===== src/rtl/edge_bbox_tracker.sv =====
// Per-frame bounding box and edge-pixel count over a raster-order thresholded edge stream.
// One registered result is published per completed frame, with a single-cycle box_valid_o pulse.
module edge_bbox_tracker #(
    parameter int LINE_WIDTH     = 640,
    parameter int FRAME_HEIGHT   = 480,
    parameter int PIXEL_DEPTH    = 8,
    parameter int MIN_EDGE_COUNT = 16,
    parameter int COUNT_WIDTH    = 20,
    localparam int XW = $clog2(LINE_WIDTH),
    localparam int YW = $clog2(FRAME_HEIGHT)
) (
    input  logic                   clk,
    input  logic                   reset,
    input  logic                   valid_i,
    input  logic [PIXEL_DEPTH-1:0] inputEdge,
    input  logic                   frame_start_i,
    output logic                   box_valid_o,
    output logic                   found_o,
    output logic [XW-1:0]          x_min_o,
    output logic [XW-1:0]          x_max_o,
    output logic [YW-1:0]          y_min_o,
    output logic [YW-1:0]          y_max_o,
    output logic [XW-1:0]          x_center_o,
    output logic [COUNT_WIDTH-1:0] edge_count_o
);

    localparam logic [XW-1:0]          X_LAST    = XW'(LINE_WIDTH - 1);
    localparam logic [YW-1:0]          Y_LAST    = YW'(FRAME_HEIGHT - 1);
    localparam logic [COUNT_WIDTH-1:0] MIN_COUNT = COUNT_WIDTH'(MIN_EDGE_COUNT);

    typedef enum logic {
        WAIT_SOF = 1'b0,
        SCAN     = 1'b1
    } state_t;

    state_t state, state_next;

    logic [XW-1:0]          x_q, px, nx;
    logic [YW-1:0]          y_q, py, ny;
    logic [COUNT_WIDTH-1:0] count_q, base_count, new_count;
    logic [XW-1:0]          xmin_q, xmax_q, base_xmin, base_xmax, new_xmin, new_xmax;
    logic [YW-1:0]          ymin_q, ymax_q, base_ymin, base_ymax, new_ymin, new_ymax;
    logic [XW:0]            x_sum;
    logic                   accept, is_edge, first_edge, frame_end, new_found;

    always_ff @(posedge clk) begin
        if (reset) begin
            state <= WAIT_SOF;
        end else begin
            state <= state_next;
        end
    end

    always_comb begin
        state_next = state;
        if (frame_start_i) begin
            state_next = SCAN;
        end
    end

    // A SOF pixel sits at (0,0) and starts from empty accumulators, whatever came before it.
    always_comb begin
        accept     = valid_i && ((state == SCAN) || frame_start_i);
        is_edge    = accept && inputEdge[PIXEL_DEPTH-1];
        px         = frame_start_i ? '0 : x_q;
        py         = frame_start_i ? '0 : y_q;
        base_count = frame_start_i ? '0 : count_q;
        base_xmin  = frame_start_i ? '0 : xmin_q;
        base_xmax  = frame_start_i ? '0 : xmax_q;
        base_ymin  = frame_start_i ? '0 : ymin_q;
        base_ymax  = frame_start_i ? '0 : ymax_q;
        first_edge = (base_count == '0);
        frame_end  = accept && !frame_start_i && (x_q == X_LAST) && (y_q == Y_LAST);

        nx = (px == X_LAST) ? '0 : px + XW'(1);
        ny = (px == X_LAST) ? py + YW'(1) : py;

        new_count = base_count;
        new_xmin  = base_xmin;
        new_xmax  = base_xmax;
        new_ymin  = base_ymin;
        new_ymax  = base_ymax;
        if (is_edge) begin
            new_count = (&base_count) ? base_count : base_count + COUNT_WIDTH'(1);
            new_xmin  = (first_edge || px < base_xmin) ? px : base_xmin;
            new_xmax  = (first_edge || px > base_xmax) ? px : base_xmax;
            new_ymin  = (first_edge || py < base_ymin) ? py : base_ymin;
            new_ymax  = (first_edge || py > base_ymax) ? py : base_ymax;
        end

        new_found = (new_count >= MIN_COUNT);
        x_sum     = {1'b0, new_xmin} + {1'b0, new_xmax};
    end

    always_ff @(posedge clk) begin
        if (reset) begin
            x_q          <= '0;
            y_q          <= '0;
            count_q      <= '0;
            xmin_q       <= '0;
            xmax_q       <= '0;
            ymin_q       <= '0;
            ymax_q       <= '0;
            box_valid_o  <= 1'b0;
            found_o      <= 1'b0;
            x_min_o      <= '0;
            x_max_o      <= '0;
            y_min_o      <= '0;
            y_max_o      <= '0;
            x_center_o   <= '0;
            edge_count_o <= '0;
        end else begin
            box_valid_o <= 1'b0;
            if (frame_end) begin
                box_valid_o  <= 1'b1;
                found_o      <= new_found;
                x_min_o      <= new_found ? new_xmin : '0;
                x_max_o      <= new_found ? new_xmax : '0;
                y_min_o      <= new_found ? new_ymin : '0;
                y_max_o      <= new_found ? new_ymax : '0;
                x_center_o   <= new_found ? x_sum[XW:1] : '0;
                edge_count_o <= new_count;
                x_q          <= '0;
                y_q          <= '0;
                count_q      <= '0;
                xmin_q       <= '0;
                xmax_q       <= '0;
                ymin_q       <= '0;
                ymax_q       <= '0;
            end else if (accept) begin
                x_q     <= nx;
                y_q     <= ny;
                count_q <= new_count;
                xmin_q  <= new_xmin;
                xmax_q  <= new_xmax;
                ymin_q  <= new_ymin;
                ymax_q  <= new_ymax;
            end else if (frame_start_i) begin
                x_q     <= '0;
                y_q     <= '0;
                count_q <= '0;
                xmin_q  <= '0;
                xmax_q  <= '0;
                ymin_q  <= '0;
                ymax_q  <= '0;
            end
        end
    end

endmodule

===== config.mk =====
export PLATFORM = sky130hd
export DESIGN_NAME = edge_bbox_tracker
export DESIGN_NICKNAME = d
export VERILOG_FILES = /design/src/rtl/edge_bbox_tracker.sv
export SDC_FILE = /design/constraint.sdc
export NUM_CORES = 1
export LEC_CHECK = 0
export CAP_MARGIN = 20
export CORE_MARGIN = 1
export CORE_UTILIZATION = 45
export DETAILED_ROUTE_END_ITERATION = 12
export PLACE_DENSITY = 0.66
export SLEW_MARGIN = 20
export SYNTH_ARGS = -nofsm -noshare
export SYNTH_HDL_FRONTEND = slang
export SYNTH_SLANG_ARGS = --single-unit

===== constraint.sdc =====
create_clock -name clk -period 6.5 [get_ports clk]
set_input_delay 0.65 -clock clk [delete_from_list [all_inputs] [get_ports clk]]
set_output_delay 0.65 -clock clk [all_outputs]
set_load 0.1 [all_outputs]

# Word-level counts from Yosys, hierarchy flattened
# Cells that the tools add are included.
[totals] reg_bits=148 in_bits=12 output_inout_bits=70 wordCells=74
[op_classes] add_sub_neg=4 n_lt_le_gt_ge=5 n_eq_ne=3 n_mux=32 n_reduce_logical=14
[ops] operator="$mux W10" count=14
[ops] operator="$mux W9" count=13
[ops] operator="$mux W20" count=4
[ops] operator="$add A20 B1 Y20 const B" count=1
[ops] operator="$eq A10 B10 Y1 const B" count=2
[ops] operator="$ge A20 B5 Y1 const B" count=1
[ops] operator="$logic_not A20 Y1" count=1
[ops] operator="$reduce_and A20 Y1" count=1
[ops] operator="$add A10 B10 Y11" count=1
[ops] operator="$add A10 B1 Y10 const B" count=1
[ops] operator="$gt A10 B10 Y1" count=1
[ops] operator="$lt A10 B10 Y1" count=1
[ops] operator="$add A9 B1 Y9 const B" count=1
[ops] operator="$eq A9 B9 Y1 const B" count=1
[ops] operator="$gt A9 B9 Y1" count=1
[ops] operator="$lt A9 B9 Y1" count=1
[ops] operator="$logic_and A1 B1 Y1" count=5
[ops] operator="$logic_or A1 B1 Y1" count=5
[ops] operator="$reduce_or A2 Y1" count=1
[ops] operator="$logic_not A1 Y1" count=1
[ops] operator="$mux W1" count=1

# Logic depth before layout (Yosys ltp)
[logic_depth] ltp_word=7 mapped_depth=30 depth_no_buf=24

# Worst setup path after synthesis
# OpenSTA, ideal clock, no wires.
[synth_timing] path_type="input -> register" start="in frame_start_i" end="reg x_center_o[9]" setup_time_ps=118 arrival_time_ps=6108 required_time_ps=6382 path_slack_ps=274 cell_stages=30 n_path_buf=8 path_cell_list="buf_6 > buf_2 > clkbuf_1 > buf_1 > clkbuf_1 > clkbuf_1 > buf_1 > nor2b_1 > ha_1 > nand3b_1 > a22o_1 > a31o_2 > and4b_1 > nor2_1 > nor2_1 > nor2_1 > clkbuf_1 > nor2_1 > a21oi_1 > inv_1 > fa_1 > a21o_1 > a21oi_1 > o21bai_1 > a21oi_1 > o21bai_1 > a21oi_1 > o21bai_1 > a21oi_1 > o21ai_2"
[synth_between] elab_chain_len=7 word_cells_on_any_way=27 cone_classes="add/sub (2); order compare (3); mux (11); reduce/logical (11)"
[synth_lines] item="from (decl)" line_no="16" source="input logic frame_start_i,"
[synth_lines] item="branches (longest 7 deep; another with $add A20 B1 Y20)"
[synth_lines] item="to (signal assigned)" line_no="121" source="x_center_o <= new_found ? x_sum[XW:1] : '0;"
[synth_lines] item="to (decl)" line_no="23" source="output logic [XW-1:0] x_center_o,"
# Parallel ways; which one is timed is not known.
# A chain may end at the register's enable or synchronous reset.

# Worst setup path in the final report
# Same ends and word-level chain as after synthesis.

==> summary.md <==
| Metric | Value |
|---|---|
| Syn Inst Count | 897 |
| Clock skew | between 0.009 and 0.01 ns |
| Most used cell, CP | a21oi_1 |
| Ys async rst share | 0% |
| DR DRC count | 0 |
| Combinational share of power | under 10% |
| Syn_area_per_cell | 8.30 sq um |
| Final Max Tran Viols | 0 |
| Switching power | 0.444 mW |
| Area grow syn2layout | 20.9% |
| CP peak stage delay | 0.61 ns |
| Total of cells resized after clock tree synthesis | 0 |
| Number of fill cells | around 1500 |
| Worst EP arrival | 5.49 ns |
| DR iter-0 viols | roughly 420 |
| Internal power | 1.58 mW |
| Clk sink count | around 150 |
| Post-DRT Antenna Nets | 0 |
| # diodes | 0 |
| CP Class | in2reg |
| Crit-path leading delay family | compound AO/OA/AOI/OAI gates |
| Worst vdd ir | 0.189 mV |
| Die area | around 17000 sq um |
| Final hold vios | 0 |
| Seq/Total Area, Yosys | ~40% |
| CP max FO | 19 |
| Longest Clk Path Bufs | 2 |
| Final min period | around 5.2 ns |
| Setup TNS | 0 ns |
| Mapped Nets | 955 |
| Worst Path Required | around 7 ns |
| Unique masters post-synth | 63 |
| P_leak | between 3 and 4 nW |
| EDFF count, synth | 0 |
| Num CTS Buffers | 17 |
| Die extent in x | ~130 microns |
| Setup ws final | 1.33 ns |
| Port Buffers | 74 |
| CP endpoint kind | flip-flop |
| Die Y | between 100 and 150 microns |
| Final-report setup violation count | 0 |
| Worst path slowest cell | o22ai_2 |
| Relative slew slack | roughly a third |
| Met3 WL | between 600 and 700 microns |
| Synth area leader | dfxtp_1 |
| Global-route wire length before repair | about 29 mm |
| Fmax | 0.193 GHz |
| Metal-1 WL | 8.68 mm |
| Top-count cell post-synth | dfxtp_1 |
| Register bit total from synthesis | ~150 |
| Storage element area | just under 3000 sq um |
| IO Pins | between 80 and 90 |
| Initial antenna violation count | 0 |
| Avg WL per Cell | between 10 and 15 microns |
| Synth top area cells | dfxtp_1 40%, ha_1 7.6%, nor2_1 6.6%, nand2_1 5.2%, xnor2_1 3.8% |
| Setup bufs post-CTS | 0 |
| Hold_buf cts | 0 |
| Pre-CTS setup slack | about 0.93 ns |
| Post-DP HPWL | ~12 mm |
| Clk_lat worst skew | 0.43 ns |
| GRT Residual Overflow | 0 |
| Starting Density | about 47% |
| First-pass DRT Iterations | 5 |
| Sequential power share | 45.0% |
| Synth warn | 0 |
| H-tree levels | 4 |
| Switching Fraction | a little over a fifth |
| Layout Nets | between 1000 and 1500 |
| Via density | 5.26 |
| Slew @ Worst Pin | just under 1 ns |
| Pin count of the biggest net entering global routing | 50 |
| CTS tree | done |
| RSZ-0062 raised after global routing | no |
| Reg clk slew, reported paths | 0.06 ns |
| Share of layout cells above drive strength 1 | under 10% |
| Vias in the first global route | 5890 |
| PwrDens | approximately 220 nW/um^2 |
| Clk network pwr share | 52.2% |
| Bufs and invs on worst path | 3 |
| Crit share post-route | 79.5% |
| Highest routed layer | met4 |
| Outcome | finished, final reports clean |
| Max Cap Viol | 0 |
| RePlAce Congestion | between 0.8 and 0.9 |
| Root buf cell | clkbuf_16 |
| Startpoint types | input port |
| Met2 WL | just under 8 mm |
| Core Region | ~16000 sq um |
| Area of the multi-input gates | between 4000 and 5000 sq um |
| Top_reg_cell synth | dfxtp_1 |
| Worst hold path class | reg2reg |
| # rows | 46 |
| Post-Syn Area | ~7400 sq um |
| Via count | ~6200 |
| Total Routing Usage GR | between 20% and 30% |
| Ordered list of cells on the worst path | buf_2 > inv_1 > nand2_1 > inv_1 > ha_1 > o21a_1 > a211oi_1 > o311ai_1 > o22ai_2 > mux2i_1 > a211oi_2 > fa_1 > a21o_1 > a21oi_1 > o21bai_1 > a21oi_1 > o21bai_1 > a21oi_1 > o21bai_1 > a21oi_1 > o21ai_2 |
| Post-Route WL | 17.3 mm |
| Yosys top cell area share | between 30% and 40% |
| Most frequent cells after synthesis | 148 x dfxtp_1, 130 x nor2_1, 103 x nand2_1 |
==> placed cells by master (no fill, tap or decap), types with 10 or more instances in the layout <==
cell and n:
a21oi_1 52, and3_1 11, buf_4 15, clkbuf_16 17, clkdlybuf4s50_1 73, dfxtp_1 148, ha_1 45, inv_1 43
mux2i_1 26, nand2_1 103, nand3_1 20, nand4_1 10, nor2_1 129, nor2b_1 41, nor3_1 26, o21ai_0 13
o21ai_1 19, o21ai_2 20, xnor2_1 32, xor2_1 16
==> worst reg2reg max path, cell delays in order (launching register included) <==
cell and delay [ns]:
dfxtp_1 0.36, nor2b_1 0.46, ha_1 0.34, a211o_1 0.26, a211oi_1 0.23, o311ai_1 0.16, o22ai_2 0.61, mux2i_1 0.42
a211oi_2 0.12, fa_1 0.44, a21o_1 0.19, a21oi_1 0.22, o21bai_1 0.09, a21oi_1 0.24, o21bai_1 0.09, a21oi_1 0.22
o21bai_1 0.09, a21oi_1 0.19, o21ai_2 0.06
==> flip-flops by register name, indices dropped and copies added (netlist names) <==
signal / flops
y_max_o: 9
found_o: 1
state: 1
edge_count_o: 20
ymin_q: 9
xmax_q: 10
ymax_q: 9
x_min_o: 10
x_q: 10
xmin_q: 10
x_center_o: 10
box_valid_o: 1
y_q: 9
y_min_o: 9
x_max_o: 10
count_q: 20
==> per-layer routing <==
metal  global-route usage (%)  up-vias
li1                         -     3176
met1                     29.2     2911
met2                     34.6      127
met3                     5.17       19
met4                     6.29        0
met5                        0        -
==> power groups by stage <==
stage | Combinational, mW | Sequential (mW) | Clock, mW
after floorplan | 0.0420 | 0.930 | 0
after global placement | 0.0570 | 0.930 | 0
after detailed placement | 0.0571 | 0.930 | 0
after CTS | 0.0576 | 0.910 | 1.07
after global routing | 0.0629 | 0.910 | 1.12
final | 0.0577 | 0.910 | 1.06
==> stage by stage <==
stage | hold WS [ns] | cell area (sq um) | power [mW] | instances | utilization [%]
floorplan | 0.477 | 7440 | 0.972 | 897 | -
global placement | 0.432 | 8350 | 0.987 | 1153 | 52.2
detailed placement | 0.440 | 8360 | 0.987 | 1154 | 52.3
CTS | 0.451 | 9000 | 2.04 | 1186 | 56.2
global route | 0.464 | 9000 | 2.09 | 1186 | 56.2
finish | 0.447 | 9000 | 2.02 | 1186 | 56.2
==> worst paths after layout <==
check	slack, ns	cells after the start	endpoint	startpoint
hold / removal	0.45	2	found_o	found_o
setup / recovery	1.33	21	x_center_o[9]	frame_start_i
hold reg to reg	0.45	2	found_o	found_o
setup reg to reg	1.61	18	x_center_o[9]	x_q[7]
==> final cells by class <==
class / instances / area share (%)
inverter: 43 / 1.79
timing repair buffer: 89 / 9.43
sequential: 148 / 32.9
clock inverter: 14 / 2.22
clock buffer: 18 / 4.88
tap: 216 / 3.00
multi-input combinational: 658 / 45.8
==> logic make-up after synthesis <==
kind of cell             count (synthesis)  share of synthesized area (%)
buffers and inverters                   91                           5.03
adder cells (fa/ha/maj)                 46                           7.83
multiplexers                            27                           3.65
AO/OA/AOI/OAI                          158                           14.0
flip-flops                             148                           39.8
AND/OR/NAND/NOR                        379                           24.1
XOR/XNOR                                48                           5.65
No activity file was read; power rests on OpenSTA's default activity.
